<file path="src/rtl/exec_seq_pkg.sv">
`default_nettype none
// ============================================================================
// Module      : exec_seq_pkg
// Description : Shared state encoding, default parameters and width helper
//               for the exec_sequencer slice.
// Revision    : 1.0 - initial release
// ============================================================================
package exec_seq_pkg;

    typedef enum logic [2:0] {
        ST_IDLE   = 3'd0,
        ST_FETCH  = 3'd1,
        ST_SETTLE = 3'd2,
        ST_EXEC   = 3'd3,
        ST_FAULT  = 3'd4
    } state_t;

    localparam int c_def_tick_div = 25000000;
    localparam int c_def_mem_lat  = 2;
    localparam int c_def_max_exec = 64;

    // Counter width able to hold 0..n-1, never narrower than one bit.
    function automatic int f_cnt_w(input int n);
        return (n > 1) ? $clog2(n) : 1;
    endfunction

endpackage
`default_nettype wire

</file>
<file path="src/rtl/tick_divider.sv">
`default_nettype none
// ============================================================================
// Module      : tick_divider
// Description : Free-running modulo-TICK_DIV counter with a one-cycle tick
//               on the terminal count; held at zero while disabled.
// Revision    : 1.0 - initial release
// ============================================================================
module tick_divider
    import exec_seq_pkg::*;
#(
    parameter int TICK_DIV = c_def_tick_div
) (
    input  logic CLOCK_50M,
    input  logic Resetn,
    input  logic en,
    output logic tick
);

    localparam int c_w = f_cnt_w(TICK_DIV);
    localparam logic [c_w-1:0] c_last = c_w'(TICK_DIV - 1);

    logic [c_w-1:0] r_cnt;
    logic           w_last;

    assign w_last = (r_cnt == c_last);

    always_ff @(posedge CLOCK_50M or negedge Resetn) begin
        if (!Resetn) begin
            r_cnt <= '0;
        end else if (!en || w_last) begin
            r_cnt <= '0;
        end else begin
            r_cnt <= r_cnt + c_w'(1);
        end
    end

    assign tick = en && w_last;

endmodule
`default_nettype wire

</file>
<file path="src/rtl/exec_sequencer.sv">
`default_nettype none
// ============================================================================
// Module      : exec_sequencer
// Description : Drives fetch / settle / execute clock-enable pulses for the
//               processor datapath, in single-step or free-run mode, with an
//               execute watchdog.
// Revision    : 1.0 - initial release
// ============================================================================
module exec_sequencer
    import exec_seq_pkg::*;
#(
    parameter int TICK_DIV = c_def_tick_div,
    parameter int MEM_LAT  = c_def_mem_lat,
    parameter int MAX_EXEC = c_def_max_exec,
    parameter int CNT_W    = 16
) (
    input  logic             CLOCK_50M,
    input  logic             Resetn,
    input  logic             auto_mode,
    input  logic             step_req,
    input  logic             halt_req,
    input  logic             clr_fault,
    input  logic             done,
    output logic             mem_en,
    output logic             proc_en,
    output logic             run,
    output logic             busy,
    output logic             fault,
    output logic [CNT_W-1:0] instr_cnt
);

    localparam int c_settle_w = f_cnt_w(MEM_LAT);
    localparam int c_exec_w   = f_cnt_w(MAX_EXEC);

    state_t                r_state;
    state_t                w_state_nxt;
    logic [c_settle_w-1:0] r_settle_cnt;
    logic [c_exec_w-1:0]   r_exec_cnt;
    logic [CNT_W-1:0]      r_instr_cnt;
    logic                  w_tick;
    logic                  w_go;
    logic                  w_settle_last;
    logic                  w_exec_last;
    logic                  w_retire;

    tick_divider #(
        .TICK_DIV (TICK_DIV)
    ) u_tick_divider (
        .CLOCK_50M (CLOCK_50M),
        .Resetn    (Resetn),
        .en        (auto_mode),
        .tick      (w_tick)
    );

    // halt_req only gates the auto-run tick; a manual step always proceeds.
    assign w_go          = auto_mode ? (w_tick && !halt_req) : step_req;
    assign w_settle_last = (r_settle_cnt == c_settle_w'(MEM_LAT - 1));
    assign w_exec_last   = (r_exec_cnt == c_exec_w'(MAX_EXEC - 1));

    always_ff @(posedge CLOCK_50M or negedge Resetn) begin
        if (!Resetn) begin
            r_state <= ST_IDLE;
        end else begin
            r_state <= w_state_nxt;
        end
    end

    always_comb begin
        w_state_nxt = r_state;
        w_retire    = 1'b0;
        case (r_state)
            ST_IDLE:   if (w_go) w_state_nxt = ST_FETCH;
            ST_FETCH:  w_state_nxt = ST_SETTLE;
            ST_SETTLE: if (w_settle_last) w_state_nxt = ST_EXEC;
            ST_EXEC: begin
                // done takes priority over the watchdog limit in the same cycle
                if (done) begin
                    w_state_nxt = ST_IDLE;
                    w_retire    = 1'b1;
                end else if (w_exec_last) begin
                    w_state_nxt = ST_FAULT;
                end
            end
            ST_FAULT:  if (clr_fault) w_state_nxt = ST_IDLE;
            default:   w_state_nxt = ST_IDLE;
        endcase
    end

    always_ff @(posedge CLOCK_50M or negedge Resetn) begin
        if (!Resetn) begin
            r_settle_cnt <= '0;
            r_exec_cnt   <= '0;
            r_instr_cnt  <= '0;
        end else begin
            if (r_state == ST_FETCH) begin
                r_settle_cnt <= '0;
            end else if (r_state == ST_SETTLE) begin
                r_settle_cnt <= r_settle_cnt + c_settle_w'(1);
            end
            if (r_state == ST_SETTLE) begin
                r_exec_cnt <= '0;
            end else if (r_state == ST_EXEC && !done && !w_exec_last) begin
                r_exec_cnt <= r_exec_cnt + c_exec_w'(1);
            end
            if (w_retire) begin
                r_instr_cnt <= r_instr_cnt + CNT_W'(1);
            end
        end
    end

    assign mem_en    = (r_state == ST_FETCH);
    assign run       = (r_state == ST_EXEC);
    assign proc_en   = (r_state == ST_EXEC);
    assign busy      = (r_state == ST_FETCH) || (r_state == ST_SETTLE) || (r_state == ST_EXEC);
    assign fault     = (r_state == ST_FAULT);
    assign instr_cnt = r_instr_cnt;

endmodule
`default_nettype wire

</file>
<file path="config.mk">
export PLATFORM = sky130hd
export DESIGN_NAME = exec_sequencer
export DESIGN_NICKNAME = d
export VERILOG_FILES = /design/src/rtl/exec_seq_pkg.sv /design/src/rtl/tick_divider.sv /design/src/rtl/exec_sequencer.sv
export SDC_FILE = /design/constraint.sdc
export NUM_CORES = 1
export LEC_CHECK = 0
export CAP_MARGIN = 20
export CELL_PAD_IN_SITES_DETAIL_PLACEMENT = 2
export CELL_PAD_IN_SITES_GLOBAL_PLACEMENT = 2
export CORE_MARGIN = 5
export CORE_UTILIZATION = 36
export DETAILED_ROUTE_END_ITERATION = 8
export HOLD_SLACK_MARGIN = 0.08
export PLACE_DENSITY = 0.91
export SYNTH_ARGS = -nofsm -noshare
export SYNTH_HDL_FRONTEND = slang
export SYNTH_SLANG_ARGS = --single-unit
</file>
<file path="constraint.sdc">
create_clock -name CLOCK_50M -period 1.8 [get_ports CLOCK_50M]
set_input_delay 0.27 -clock CLOCK_50M [delete_from_list [all_inputs] [get_ports CLOCK_50M]]
set_output_delay 0.27 -clock CLOCK_50M [all_outputs]
set_load 0.01 [all_outputs]
</file>
# [Word-level counts from Yosys, hierarchy flattened]
# Index checks and enable logic that the tools add are counted.
[word_totals] reg_bits=51 elab_cells=48 inputBits=7
[classes] n_reduce_logical=15 n_eq_ne=10 addsub=4 mux=14
[op_table] operator="25-bit by 1-bit adder with 25-bit output, second input constant" n=1
[op_table] operator="25-bit == test, second input constant" n=1
[op_table] operator="25-bit 2-to-1 mux" n=1
[op_table] operator="16-bit by 1-bit adder with 16-bit output, second input constant" n=1
[op_table] operator="3-bit 2-to-1 mux" n=5
[op_table] operator="3-bit one-hot mux with 5 select lines" n=1
[op_table] operator="6-bit 2-to-1 mux" n=2
[op_table] operator="6-bit by 1-bit adder with 6-bit output, second input constant" n=1
[op_table] operator="3-bit by 2-bit == test with 1-bit output, second input constant" n=2
[op_table] operator="6-bit == test, second input constant" n=1
[op_table] operator="2-bit inequality test, second input constant" n=3
[op_table] operator="1-bit 2-to-1 mux" n=5
[op_table] operator="1-bit logical AND" n=4
[op_table] operator="1-bit zero test" n=4
[op_table] operator="4-bit AND reduction" n=1
[op_table] operator="2-bit nonzero test" n=2
[op_table] operator="3-bit by 1-bit == test with 1-bit output, second input constant" n=1
[op_table] operator="3-bit == test, second input constant" n=1
[op_table] operator="3-bit zero test" n=1
[op_table] operator="1-bit logical OR" n=3
[op_table] operator="3-bit by 2-bit inequality test with 1-bit output, second input constant" n=1
[op_table] operator="1-bit adder, second input constant" n=1

# [Depth between registers and ports, before layout]
[depth] word_depth=6 mapped_depth=7

# [Modules after synthesis]
# A second synthesis with hierarchy kept.
[hier_totals] cells_unflattened=260 hier_area_um2=2607.5
[by_module_without_submodules] module="tick_divider" area_per_inst_um2=1316.3 n_inst=1 cells_each=140 seq_area_each_um2=625.6
[by_module_without_submodules] module="exec_sequencer" area_per_inst_um2=1291.2 n_inst=1 cells_each=120 seq_area_each_um2=650.6

# [Least setup slack after synthesis]
# OpenSTA, ideal clock, no wires.
[synth_path] path_kind="register to register" from="register u_tick_divider.r_cnt[0]" to="register u_tick_divider.r_cnt[16]" stages_incl_launch_ff=8 setup_ns=0.077 arrival_ns=1.596 synth_period_minus_slack_ns=1.673 path_slack_ns=0.127 cell_sequence="dfrtp_1 > ha_1 > and4_1 > buf_6 > nand3_4 > buf_6 > or4_1 > a21oi_1"
[synth_via] elab_chain_len=3 elab_cells_between_ends=4 cone_classes="1 x add/sub; 1 x eq/ne; 1 x mux; 1 x reduce/logical"
[synth_rtl] element="from (decl)" line_no="tick_divider.sv:22" source="logic [c_w-1:0] r_cnt;"
[synth_rtl] element="from (signal assigned)" line_no="tick_divider.sv:33" source="r_cnt <= r_cnt + c_w'(1);"
[synth_rtl] element="parallel branches: the longest is 2 deep, another holds 25-bit by 1-bit adder with 25-bit output"
[synth_rtl] element="25-bit 2-to-1 mux (*)" line_no="tick_divider.sv:30" source="end else if (!en || w_last) begin"
# Every way passes the cells marked *.
# A chain may end at the register's enable or synchronous reset.

# [Worst setup path after layout]
[layout_path] from="register u_tick_divider.r_cnt[0]" to="register r_state[0]"
[layout_via] elab_chain_len=6
[layout_rtl] element="25-bit == test" line_no="tick_divider.sv:25" source="assign w_last = (r_cnt == c_last);"
[layout_rtl] element="1-bit logical AND" line_no="tick_divider.sv:37" source="assign tick = en && w_last;"
[layout_rtl] element="1-bit logical AND" line_no="exec_sequencer.sv:56" source="assign w_go = auto_mode ? (w_tick && !halt_req) : step_req;"
[layout_rtl] element="1-bit 2-to-1 mux" line_no="exec_sequencer.sv:56"
[layout_rtl] element="2-bit inequality test (no line)"
[layout_rtl] element="4-bit AND reduction (no line)"
[layout_rtl] element="to (signal assigned)" line_no="exec_sequencer.sv:64" source="r_state <= w_state_nxt;"
[layout_rtl] element="to (decl)" line_no="exec_sequencer.sv:35" source="state_t r_state;"
# Every way passes these cells.

==> metrics <==
Relative slew margins between 70% and 80%; Crit path largest cell delay 0.41 ns; Post-synth EDFFs 0; worst hold slack between 0.4 and 0.5 ns; worst hold path type primary input to async pin; Ys Warns 0; Setup CP Type flop to flop; #FFs+latches synth 51; total track usage 19.33%; Initial Util between 30% and 40%; failing checks negative setup slack; Via Count between 2,000 and 2,500; n_diodes 0; Slew Viols, Final 0; setup ws final -0.04842 ns; Ports 28; Tcrit/Tclk final 102.7%; Tmin final approximately 1.8 ns; Syn-to-layout area delta 36.72%; Buf/Inv on CP 2; # setup viols final 5; crit-path cells ha_2 > and4_4 > buf_6 > buf_4 > nand2_1 > or3_4 > a21oi_2; # nets final about 340; CTS Root Cell clkbuf_8; Placer Congestion between 0.7 and 0.8; fraction of layout cells with a size suffix above 1 around 24%; Power Density around 860 mW/mm^2; Detail Route Antenna Nets 0; Post-Route WL around 9.8 mm; Max rail drop VDD between 0.0003 and 0.0004 V; DP Worst Slack -0.2060 ns; Core Rows 30; clk slew on worst S/H paths between 0.1 and 0.15 ns; die area 0.008967 sq mm; share of the synthesized area in the top cell type 49.42%; height of the die around 95 um; CTS tree built; async set-reset flop share out of synthesis between 90% and 100%; Initial DRT Pass Iterations 4; clock buffer depth 2; Crit-path slowest cell dfrtp_1; max-cap violations 0; area post-placement ~0.0031 sq mm; port bufs 27; Primary FF master, synth dfrtp_1; CP Data Arrival Time around 2.1 ns; Syn Area/Cell between 9 and 10 sq um; fin cells 425; largest fanout on the critical path 4; Post-Place Cells 389; CTS Buf Count 5; Detailed Route Iter0 Violations 57; Syn Nets between 200 and 300; cells after synthesis about 260; crit end category flop; per-cell routed wire length 23.09 um; clock sink total 51; largest area contributor in the netlist dfrtp_1; Netlist cell types 40; DRC viols 0; Vias/cell 5.602; Worst-Skew Late Latency 0.34 ns; sequential area share after synthesis around 49%; grt total ovfl 0; CORE AREA roughly 0.007 sq mm; Die W about 95 um; CP startpoint kind flop; Post-Layout Inst Area about 0.0035 sq mm; final hold violation count 0; critical path data required time just over 2 ns; first-pass GRT wire length around 13 mm; Netlist Area Pre-Place about 0.0026 sq mm; initial antenna violation count 0; DP HPWL approximately 5 mm; Worst-Margin Slew 0.3847 ns; ranking of synthesized cells by area dfrtp_1, xnor2_1, nor2_1, xor2_1, nand2_1; final setup skew 0.02285 ns; leakage power figure 1.525 nW; status complete, but fails checks; fmax 0.5410 GHz; CP top delay family simple AND/OR/NAND/NOR gates; H-tree depth 2; final core utilization between 50 and 60%; vias in the first global route ~2,600; pin count of the biggest net entering global routing 52
==> worst register-to-register path, stage by stage (launching register included) <==
cell and delay (ns):
dfrtp_1 0.41, ha_2 0.21, and4_4 0.28, buf_6 0.11, buf_4 0.09, nand2_1 0.09
or3_4 0.39, a21oi_2 0.20
==> worst paths after layout <==
path                            slack [ns]  cells after the start                                end                         startpoint
worst max-delay path                 -0.05                      7             r_state[0]$_DFFE_PN0P_  u_tick_divider.r_cnt[0]$_DFF_PN0_
worst min register to register        0.49                      1          instr_cnt[15]$_DFFE_PN0P_          instr_cnt[15]$_DFFE_PN0P_
min in group CLOCK_50M                0.49                      1          instr_cnt[15]$_DFFE_PN0P_          instr_cnt[15]$_DFFE_PN0P_
worst min-delay path                  0.45                      3          r_exec_cnt[3]$_DFFE_PN0P_                             Resetn
worst max register to register       -0.05                      7             r_state[0]$_DFFE_PN0P_  u_tick_divider.r_cnt[0]$_DFF_PN0_
max in group asynchronous             1.07                      3  u_tick_divider.r_cnt[8]$_DFF_PN0_                             Resetn
==> metal layers <==
layer  wire [um]  track usage (%)
met3         292            3.108
met2        5383            36.29
met4         352            7.332
met1        3785            21.66
met5           0                0
==> cell type report <==
class / instances / area [sq um]
Clock buffer: 6 / 82.58
Clock inverter: 2 / 16.27
Fill cell: 710 / 3338
Inverter: 9 / 33.78
Multi-Input combinational cell: 190 / 1308
Sequential cell: 51 / 1282
Tap cell: 96 / 120.1
Timing Repair Buffer: 71 / 688.2
==> cells by family (layout without fill, tap and decap cells) <==
| family | count (synthesis) | after routing | synth area share [%] |
|---|---|---|---|
| buffers and inverters | 22 | 88 | 4.166 |
| multiplexers | 1 | 1 | 0.3876 |
| flip-flops | 51 | 51 | 49.42 |
| adder cells (fa/ha/maj) | 3 | 3 | 1.454 |
| AO/OA/AOI/OAI | 35 | 35 | 8.091 |
| AND/OR/NAND/NOR | 119 | 121 | 26.31 |
| XOR/XNOR | 30 | 30 | 10.17 |
==> through the flow <==
step,total power [mW],setup TNS [ns]
detailed placement,2.031,-1.359
CTS,2.883,0
global placement,1.995,-0.2006
floorplan,1.699,0
global route,3.184,-1.625
finish,3.034,-0.09643
==> flip-flops by register name (all words and copies together) (netlist names) <==
signal	count
u_tick_divider.r_cnt	25
instr_cnt	16
r_exec_cnt	6
r_state	3
r_settle_cnt	1
==> Yosys cell counts (3+ instances only) <==
library cell  number
nand3_1           13
a21oi_1           16
o21ai_0            6
or4_1             10
buf_2              4
and3_1             5
xor2_1            11
nand4_1            9
xnor2_1           19
or3_1              4
nand2_1           25
nor2_1            27
dfrtp_1           51
and2_1             4
clkbuf_1           4
and4_1             6
o31ai_1            9
inv_1              9
ha_1               3
==> timing repair <==
action                                 CTS  global route
pin swaps                                2            10
endpoints found under the hold margin   51             0
hold buffers                             1             0
cloned                                   0             5
setup endpoints to repair                9            35
resized for setup                       12            22
buffers inserted                         9            13
==> power breakdown <==
group	switching (mW)	total [mW]	internal [mW]	leakage (nW)
clock	0.444	0.760	0.315	0.0474
combinational	0.458	0.882	0.424	0.786
sequential	0.145	1.39	1.25	0.692
total	1.05	3.03	1.99	1.53
==> cells in the final DEF, fill, tap and decap left out, types with 2 or more instances in the layout <==
cell type / count
dfrtp_1: 46
buf_4: 33
nand2_1: 25
nor2_1: 25
clkdlybuf4s50_1: 21
xnor2_1: 19
a21oi_1: 14
nand3_1: 12
xor2_1: 11
or4_1: 10
inv_1: 9
o31ai_1: 9
nand4_1: 9
o21ai_0: 6
clkbuf_8: 6
dfrtp_2: 5
and3_1: 4
and2_1: 4
and4_1: 4
buf_6: 4
dlygate4sd2_1: 4
buf_12: 4
or3_1: 3
and4_4: 2
nor3b_1: 2
nand3_4: 2
nor2_2: 2
a21oi_2: 2
nand4b_1: 2
ha_1: 2
clkbuf_16: 2
No activity file was read; power rests on OpenSTA's default activity.
